### src/rtl/pe_col_acc.sv
// Column accumulator: sums len signed beats from the last PE into one wide result on a valid/ready port.
// Build option PE_COL_ACC_SAT_EN: saturating adds with sticky m_ovf; otherwise wrapping adds and m_ovf=0.
module pe_col_acc #(
  parameter int WIDTH     = 8,
  parameter int ACC_WIDTH = 20,
  parameter int LEN_WIDTH = 8
) (
  input  logic                 clk,
  input  logic                 rst_n,
  input  logic                 clear,
  input  logic [LEN_WIDTH-1:0] len,
  input  logic [WIDTH-1:0]     y_in,
  input  logic                 y_valid,
  output logic                 y_ready,
  output logic [ACC_WIDTH-1:0] m_data,
  output logic                 m_valid,
  input  logic                 m_ready,
  output logic                 m_ovf,
  output logic                 busy
);

  typedef enum logic [1:0] {S_IDLE, S_ACC, S_OUT} state_t;

  state_t               r_state, w_state_nxt;
  logic [ACC_WIDTH-1:0] r_acc, w_acc_nxt;
  logic [LEN_WIDTH-1:0] r_cnt, w_cnt_nxt;
  logic [LEN_WIDTH-1:0] r_len_q, w_len_q_nxt;
  logic                 r_ovf, w_ovf_nxt;

  logic                 w_beat;
  logic                 w_start;
  logic [ACC_WIDTH-1:0] w_y_sext;
  logic [ACC_WIDTH-1:0] w_add_res;
  logic                 w_add_ovf;
  logic [LEN_WIDTH-1:0] w_len_eff;
  logic [LEN_WIDTH-1:0] w_cnt_inc;

  assign w_y_sext  = ACC_WIDTH'($signed(y_in));
  assign w_len_eff = (len == '0) ? LEN_WIDTH'(1) : len;
  assign w_cnt_inc = r_cnt + LEN_WIDTH'(1);

`ifdef PE_COL_ACC_SAT_EN
  logic [ACC_WIDTH:0] w_sum_ext;
  // One guard bit: overflow when the guard and the result sign disagree.
  assign w_sum_ext = {r_acc[ACC_WIDTH-1], r_acc} + {w_y_sext[ACC_WIDTH-1], w_y_sext};
  assign w_add_ovf = w_sum_ext[ACC_WIDTH] ^ w_sum_ext[ACC_WIDTH-1];
  assign w_add_res = !w_add_ovf         ? w_sum_ext[ACC_WIDTH-1:0] :
                     w_sum_ext[ACC_WIDTH] ? {1'b1, {(ACC_WIDTH-1){1'b0}}} :
                                            {1'b0, {(ACC_WIDTH-1){1'b1}}};
`else
  assign w_add_res = r_acc + w_y_sext;
  assign w_add_ovf = 1'b0;
`endif

  // rst_n gates y_ready so nothing looks acceptable while held in reset.
  assign y_ready = rst_n && !clear && ((r_state != S_OUT) || m_ready);
  assign w_beat  = y_valid && y_ready;
  assign w_start = w_beat && (r_state != S_ACC);
  assign m_valid = (r_state == S_OUT);
  assign m_data  = r_acc;
  assign m_ovf   = r_ovf;
  assign busy    = (r_state != S_IDLE);

  always_comb begin
    w_state_nxt = r_state;
    w_acc_nxt   = r_acc;
    w_cnt_nxt   = r_cnt;
    w_len_q_nxt = r_len_q;
    w_ovf_nxt   = r_ovf;
    if (clear) begin
      w_state_nxt = S_IDLE;
      w_acc_nxt   = '0;
      w_cnt_nxt   = '0;
      w_ovf_nxt   = 1'b0;
    end else if (w_start) begin
      // Covers IDLE and the back-to-back case in OUT (beat implies m_ready there).
      w_acc_nxt   = w_y_sext;
      w_cnt_nxt   = LEN_WIDTH'(1);
      w_len_q_nxt = w_len_eff;
      w_ovf_nxt   = 1'b0;
      w_state_nxt = (w_len_eff == LEN_WIDTH'(1)) ? S_OUT : S_ACC;
    end else begin
      case (r_state)
        S_ACC: begin
          if (w_beat) begin
            w_acc_nxt = w_add_res;
            w_cnt_nxt = w_cnt_inc;
            w_ovf_nxt = r_ovf | w_add_ovf;
            if (w_cnt_inc == r_len_q) w_state_nxt = S_OUT;
          end
        end
        S_OUT: begin
          if (m_ready) w_state_nxt = S_IDLE;
        end
        default: ;
      endcase
    end
  end

  always_ff @(posedge clk or negedge rst_n) begin
    if (!rst_n) begin
      r_state <= S_IDLE;
      r_acc   <= '0;
      r_cnt   <= '0;
      r_len_q <= '0;
      r_ovf   <= 1'b0;
    end else begin
      r_state <= w_state_nxt;
      r_acc   <= w_acc_nxt;
      r_cnt   <= w_cnt_nxt;
      r_len_q <= w_len_q_nxt;
      r_ovf   <= w_ovf_nxt;
    end
  end

endmodule

### config.mk
export PLATFORM = sky130hd
export DESIGN_NAME = pe_col_acc
export DESIGN_NICKNAME = d
export VERILOG_FILES = /design/src/rtl/pe_col_acc.sv
export SDC_FILE = /design/constraint.sdc
export NUM_CORES = 1
export LEC_CHECK = 0
export CELL_PAD_IN_SITES_DETAIL_PLACEMENT = 0
export CELL_PAD_IN_SITES_GLOBAL_PLACEMENT = 1
export CORE_MARGIN = 4
export CORE_UTILIZATION = 37
export DETAILED_ROUTE_END_ITERATION = 8
export GPL_TIMING_DRIVEN = 1
export PLACE_DENSITY = 0.74
export SKIP_LAST_GASP = 1
export SLEW_MARGIN = 20
export SYNTH_ARGS = -nofsm -noshare
export SYNTH_HDL_FRONTEND = slang
export SYNTH_SLANG_ARGS = --single-unit
### constraint.sdc
create_clock -name clk -period 2.1 [get_ports clk]
set_clock_uncertainty 0.15 [all_clocks]
set_input_delay 0.21 -clock clk [delete_from_list [all_inputs] [get_ports clk]]
set_output_delay 0.21 -clock clk [all_outputs]
set_load 0.02 [all_outputs]
# Yosys cells after proc, flatten, opt, wreduce, memory -nomap -nowiden
# Index checks and enable logic that the tools add are counted.
[classes] add_sub_neg=2 eq_ne=9 mux=18 n_bitwise=1 reduce_logical=15
[ops] op="$mux W20" count=4
[ops] op="$mux W8" count=5
[ops] op="$add A20 B20 Y20" count=1
[ops] op="$mux W2" count=6
[ops] op="$add A8 B1 Y8 const B" count=1
[ops] op="$eq A8 B1 Y1 const B" count=1
[ops] op="$eq A8 B8 Y1" count=1
[ops] op="$logic_not A8 Y1" count=1
[ops] op="$ne A4 B4 Y1 const B" count=2
[ops] op="$reduce_bool A3 Y1" count=2
[ops] op="$logic_and A1 B1 Y1" count=4
[ops] op="$ne A4 B2 Y1 const B" count=1
[ops] op="$pmux W2 S2" count=1
[ops] op="$reduce_and A2 Y1" count=2
[ops] op="$reduce_and A4 Y1" count=1
[ops] op="$reduce_bool A2 Y1" count=2
[ops] op="$reduce_bool A4 Y1" count=1
[ops] op="$eq A2 B1 Y1 const B" count=1
[ops] op="$eq A2 B2 Y1 const B" count=1
[ops] op="$mux W1" count=2
[ops] op="$ne A2 B1 Y1 const B" count=1
[ops] op="$ne A2 B2 Y1 const B" count=1
[ops] op="$logic_not A1 Y1" count=1
[ops] op="$logic_or A1 B1 Y1" count=1
[ops] op="$not A1 Y1" count=1
[word_totals] reg_bits=39 out_inout_bits=24

# Logic depth before layout (Yosys ltp)
# Gate-level depths: netlist of the first run.
[logic_depth] word_depth=8 depth_mapped=10 mapped_depth_nobuf=10

# Least setup slack after synthesis of the first run
# Ideal clock, no wire load.
[synth_timing] path_type="register -> register" startpoint="register r_acc[16], in the netlist m_data[16]" endpoint="register r_acc[19], in the netlist m_data[19]" setup_ns=0.124 arrival_ns=2.117 required_ns=1.826 setup_slack_ns=-0.291 path_stages_with_launch=9 synth_period_minus_slack_ns=2.391 path_cell_list="dfrtp_1 > ha_1 > clkbuf_1 > nand2_1 > or4_1 > o21bai_1 > o211ai_1 > nand2_1 > a211o_1"
[synth_via] elab_chain_cells=5
[synth_lines] item="start: declaration" line_no="25" source="logic [ACC_WIDTH-1:0] r_acc, w_acc_nxt;"
[synth_lines] item="start signal: assignment" line_no="109" source="r_acc <= w_acc_nxt;"
[synth_lines] item="$add A20 B20 Y20" line_no="51" source="assign w_add_res = r_acc + w_y_sext;"
[synth_lines] item="$mux W20" line_no="85" source="if (w_beat) begin"
[synth_lines] item="$mux W20" line_no="83" source="case (r_state)"
[synth_lines] item="$mux W20" line_no="75" source="end else if (w_start) begin"
[synth_lines] item="$mux W20" line_no="70" source="if (clear) begin"
# No other way between the ends. The select of a mux whose other input is x is not followed.
# A chain may end at the register's enable or synchronous reset.

# Worst setup path after layout of the first run
[layout_timing] startpoint="register r_acc[1], in the netlist m_data[1]" endpoint="register r_acc[14], in the netlist m_data[14]"
# The elaborated chain is that of the path after synthesis.

==> run metrics, run 1 <==
status=finished with violations; violated checks=setup timing; synthesized net count=376; Starting Density=0.3770; share of total power in the clock network=0.238; internal power=1.802 mW; post-synth cell types=58; top cells by count, synth=dfrtp_1, nand2_1, a21oi_1; area leader, netlist=dfrtp_1; peak per-stage delay on the critical path=440 ps; Seq cells post-synth=38; Crit path max-delay family=compound AO/OA/AOI/OAI gates; count of pins over their slew limit=0; arrival time worst endpoint=2340 ps; r2r setup slk=-200 ps; Top FF cell, synth=dfrtp_1; Clk Latency, worst-skew pair=290 ps; Final Hold Fails=0; critical path peak fanout=5; HP Class=input port to register; Vias=3163; hold endpoint=r_state[1]; Avg Cell Area, Syn=8.676 sq um; Final min period=about 2300 ps; Die Width=between 90 and 100 um; I/O pins=45; H-tree depth=2; sequential fraction of the synthesis area=0.3282; worst-margin pin slew=slightly below 600 ps; Synthesis Warnings=0; fraction of registers with async set/reset=1.000; Worst Slack Setup Final=-202.5 ps; r2r startpoint=m_data[1]; Iter 0 DRT Violations=91; # fillers=676; Post-DP Area=4234 sq um; Reg-to-Reg End=m_data[14]; WP depth=10; Diodes inserted=0; FMAX=434.3 MHz; Synth Area in XOR/XNOR=0.06347; mux contribution to synthesized area=0.03756; Hold WS=314.2 ps; MaxCap Viol Count=0; largest net degree at the start of global routing=39; die area=between 9000 and 10000 sq um; top-area cell type share of the netlist area=0.3282; RSZ-0062 raised after global routing=true; EDFF count, synth=0; Mapped Cells=334; FP Rows=32; HPWL after DPL=6636 um; first-pass GRT wire length=15170 um; Area growth syn-to-layout=62.13%; CTS Buf Count=5; Design Area, Final=roughly 4700 sq um; CTS tree=built; Final Setup Violations=13; Multi-input gate area=2156 sq um; R2R cell count=10; FF+latch area=960.9 sq um; P_sw=between 0.9 and 1 mW; most numerous cell in the Yosys netlist=dfrtp_1; fin nets=520; DR vias/cell=about 5.4; GRT Overall Usage=0.2083; DRC Markers=0; final WL=9351 um; DR pass1 iterations=4; Simple-Gate Fraction of Synth Area=0.1939; CP max stage cell=dfrtp_2; clk root buf=clkbuf_8; wire per inst=16.09 um; crit share post-route=1.096; sequential share of power=0.325; Worst setup SP type=register; Final GP Congestion=0.8865; clk slew on worst S/H paths=~90 ps; worst vdd ir=~0.36 mV; Die Y=96.50 um; CP required=2130 ps; CP bufs+invs=2; Slew headroom=0.6016; min-delay src=rst_n; Core Area=just under 8000 sq um; post-synthesis adder-cell area fraction=0.09326; Pwr per Cell Area=575.9 nW/um^2; Tot Pwr=2.706 mW; Compound-Gate Fraction of Synth Area=0.2483; largest family of logic cells by synthesized area=compound AO/OA/AOI/OAI gates; clk buf depth=2; # clock sinks=38; grt total ovfl=0; post-route ant nets=0; Net Sw Frac=0.3340; port bufs=43; Crit. End Element=register; hold path depth=5; crit path kind=register to register; Mapped Area=2898 sq um; Synth area leaders=dfrtp_1, ha_1, a21oi_1, xnor2_1, nand2_1; initial antenna violation count=1; vias in the first global route=3224; Critical Path, Cell by Cell=buf_4 -> inv_1 -> fa_2 -> nor2b_4 -> o2111ai_4 -> nand2_2 -> a311oi_4 -> o221ai_2 -> mux2i_1 -> nand2_1; share of layout cells above drive strength 1=0.3779; Comb power frac=0.437; Pleak=2.103 nW
per-layer routing:
metal	up-vias	routed length [um]	GRT usage
met5	-	20	0
met4	2	240	0.07243
met3	21	318	0.03796
met2	68	4689	0.3684
met1	1546	4082	0.2525
li1	1526	-	-
final cells by class:
type / count / share of cell area
Sequential cell: 38 / 0.2045
Tap cell: 102 / 0.02716
Clock inverter: 3 / 0.009587
Timing Repair Buffer: 151 / 0.2780
Clock buffer: 5 / 0.01465
Multi-Input combinational cell: 273 / 0.4589
Inverter: 9 / 0.007190
cells by family after synthesis:
logic type | count (synthesis)
AOI/OAI and AO/OA | 111
xor gates and xnor gates | 21
adders and majority gates | 21
buffers and inverters | 24
DFF | 38
muxes | 10
other | 1
and+or+nand+nor | 108
registers in the layout, summed over array words and instances, names as in the netlist:
register,count
r_state,2
r_len_q,8
m_data,20
r_cnt,8
timing repair:
item / in CTS / in global routing
hold endpoints to repair: 38 / 0
endpoints found under the setup margin: 18 / 18
hold buffers: 1 / 0
pin swaps: 18 / 17
cloned: 1 / 1
gates resized for setup: 27 / 21
setup buffers: 6 / 7
cell usage in the layout (no fill, tap or decap), types with 3 or more instances in the layout:
cell	synthesis	final
buf_12	0	3
o21ai_2	0	3
mux2_2	7	7
or4_1	3	3
and3_1	6	4
ha_4	0	11
a221oi_1	5	4
xor2_1	6	6
nand3_1	13	12
o211ai_1	5	5
clkdlybuf4s50_1	0	38
mux2i_1	3	3
nor2_1	20	19
nand4_1	5	5
nor3_1	3	3
a21o_1	9	9
a21oi_2	0	3
nand2b_1	5	5
dfrtp_1	38	30
buf_4	1	101
o21a_1	4	4
and2_1	4	4
o21ai_0	16	13
nand2_1	30	29
xnor2_1	15	13
inv_1	9	8
dlygate4sd2_1	0	3
dfrtp_2	0	8
clkbuf_8	0	5
ha_1	20	8
a21oi_1	29	26
o31ai_1	5	4
o21ai_1	14	14
worst max path at each step:
stage	start	endpoint
2_1_floorplan	m_data[10]	m_data[19]
3_3_place_gp	y_in[7]	m_data[14]
3_5_place_dp	y_in[1]	m_data[19]
4_1_cts	m_data[10]	m_data[19]
5_1_grt	m_data[0]	m_data[10]
6_report	m_data[1]	m_data[14]
worst reg2reg max path, delay by kind of cell, from the launching register on:
| family | cells | cell delay [ps] |
|---|---|---|
| AOI/OAI and AO/OA | 3 | 750 |
| DFF | 1 | 440 |
| adders and majority gates | 1 | 240 |
| buffers and inverters | 2 | 230 |
| and+or+nand+nor | 3 | 230 |
| muxes | 1 | 160 |
through the flow:
step,utilization,setup TNS (ps),cells,setup WS (ps)
2_1_floorplan,-,-753.8,334,-167.9
3_3_place_gp,0.5508,-8483,557,-569.4
3_5_place_dp,0.5508,-9564,557,-651.6
4_1_cts,0.5916,-1103,573,-158.2
5_1_grt,0.6112,-2747,581,-292.9
6_report,0.6112,-1418,581,-202.5
power groups by stage:
stage / Clock (mW) / Combinational, mW / Sequential [mW]
5_1_grt: 0.700 / 1.28 / 0.888
3_3_place_gp: 0 / 1.04 / 0.886
2_1_floorplan: 0 / 0.526 / 0.933
3_5_place_dp: 0 / 1.06 / 0.888
6_report: 0.645 / 1.18 / 0.879
4_1_cts: 0.668 / 1.13 / 0.878
Note: power is estimated with default switching activity, not from simulation.
==> run 2, diff against run 1 <==
--- a/config.mk
+++ b/config.mk
@@ -12,6 +12,7 @@
 export DETAILED_ROUTE_END_ITERATION = 8
 export GPL_TIMING_DRIVEN = 1
 export PLACE_DENSITY = 0.74
+export RECOVER_POWER = 50
 export SKIP_LAST_GASP = 1
 export SLEW_MARGIN = 20
 export SYNTH_ARGS = -nofsm -noshare
==> run 2 against run 1 <==
Against the previous run:
- the run still ends with setup timing left
- largest power group unchanged
- flip-flop and latch count unchanged
- final area fell by 0.19%
- largest cell class unchanged
- via count is the same
==> run metrics, run 2 (synthesized netlist as in run 1, its figures left out) <==
status=finished with violations; violated checks=setup timing; CP required=2130 ps (about the same); hold path depth=5 (unchanged); share of layout cells above drive strength 1=0.3737 (-0.004175); clk buf depth=2 (unchanged); grt total ovfl=0 (unchanged); port bufs=43 (unchanged); wire per inst=16.13 um (+0.24%); top layer in use=met5; Met3 Wirelength=306 um (-3.8%); FP Rows=32 (unchanged); worst-margin pin slew=1001 ps (+411.5 ps); Final TNS setup=-1567 ps (-149.2 ps); DRC Markers=0 (unchanged); Slew headroom=0.3324 (-0.2692); Final GP Congestion=0.8865 (unchanged); DR vias/cell=5.444 (unchanged); MaxCap Viol Count=0 (unchanged); initial antenna violation count=1 (unchanged); final WL=9373 um (+0.24%); vias in the first global route=3224 (unchanged); R2R cell count=10 (unchanged); # clock sinks=38 (unchanged); FMAX=434.2 MHz (about the same); Die Width=96.50 um (unchanged); Die Y=96.50 um (unchanged); DR pass1 iterations=4 (unchanged); clk slew on worst S/H paths=90 ps (about the same); H-tree depth=2 (unchanged); arrival time worst endpoint=2340 ps (about the same); clk root buf=clkbuf_8; Final Hold Fails=0 (unchanged); die area=9311 sq um (unchanged); count of pins over their slew limit=0 (unchanged); Hold WS=297.8 ps (-16.36 ps); first-pass GRT wire length=15170 um (unchanged); Pleak=2.102 nW (about the same); Iter 0 DRT Violations=85 (-6.6%); setup slack at placement=-651.6 ps (unchanged); Pwr per Cell Area=576.0 nW/um^2 (about the same); Worst Slack Setup Final=-202.9 ps (-0.4280 ps); CTS tree=built; met2 wire len=4727 um (+0.81%); crit share post-route=1.097 (about the same); fin nets=520 (unchanged); critical path peak fanout=5 (unchanged); CTS Buf Count=5 (unchanged); Starting Density=0.3770 (unchanged); post-route ant nets=0 (unchanged); Area growth syn-to-layout=61.83%; GRT Overall Usage=0.2083 (unchanged); final core utilization=0.6100 (-0.001139); commonest non-fill, non-tap cell in the layout=buf_4; met1 WL=4070 um (-0.29%); Diodes inserted=0 (unchanged); worst vdd ir=0.3615 mV (about the same); Clk Latency, worst-skew pair=290 ps (about the same); I/O pins=45 (unchanged); HP Class=input port to register; HPWL after DPL=6636 um (unchanged); largest net degree at the start of global routing=39 (unchanged); Largest register FFs=20 (unchanged); crit path kind=register to register; RSZ-0062 raised after global routing=true; Worst setup SP type=register; Final Setup Violations=15 (+2); Final min period=2303 ps (+0.4280 ps); Crit. End Element=register; commonest cells after routing, fill and taps aside=buf_4, clkdlybuf4s50_1, dfrtp_1, nand2_1, a21oi_1; Vias=3163 (unchanged); Core Area=7687 sq um (unchanged)
-- run 2: stage by stage --
stage / cells / power, mW / area [sq um]
detailed placement: 557 / 1.949 / 4234
global route: 581 / 2.865 / 4690
floorplan: 334 / 1.458 / 3028
CTS: 573 / 2.680 / 4548
global placement: 557 / 1.929 / 4234
finish: 581 / 2.701 / 4690
-- run 2: routing by layer --
layer / up-vias / track usage
met4: 2 / 0.07243
li1: 1526 / -
met2: 69 / 0.3684
met3: 20 / 0.03796
met1: 1546 / 0.2525
met5: - / 0
-- run 2: area by class of cell --
cell class,count,area [sq um]
multi-input cells,273,2151
flip-flops and latches,38,960.9
clock inverters,3,45.04
fillers,675,2998
repair buffers,151,1303
clock buffers,5,68.82
inverters,9,33.78
well taps,102,127.6
-- run 2: critical path: stages, from the launching register on --
cell and delay [ps]:
dfrtp_2 440, buf_4 140, inv_1 90, fa_2 240, nor2b_4 50, o2111ai_4 180, nand2_2 110, a311oi_4 390
o221ai_2 180, mux2i_1 160, nand2_1 60
-- run 2: power by group --
part | total, mW | switching [mW] | internal, mW
logic | 1.18 | 0.546 | 0.632
registers | 0.879 | 0.0657 | 0.813
clock network | 0.644 | 0.291 | 0.354
-- run 2: worst paths after layout --
path / startpoint / end / slack [ps]
worst max register to register: m_data[1] / m_data[14] / -200
worst min register to register: r_cnt[7] / r_cnt[7] / 380
min in group asynchronous: rst_n / m_data[17] / 600
worst max-delay path: m_data[1] / m_data[14] / -200
worst min-delay path: rst_n / r_state[1] / 300
max in group asynchronous: rst_n / m_data[10] / 510
-- run 2: timing repair --
item,in CTS,in global routing
gates resized for setup,27,21
hold buffers,1,0
hold endpoints to repair,38,0
buffers inserted,6,7
endpoints found under the setup margin,18,18
cloned,1,1
pin swaps,18,17
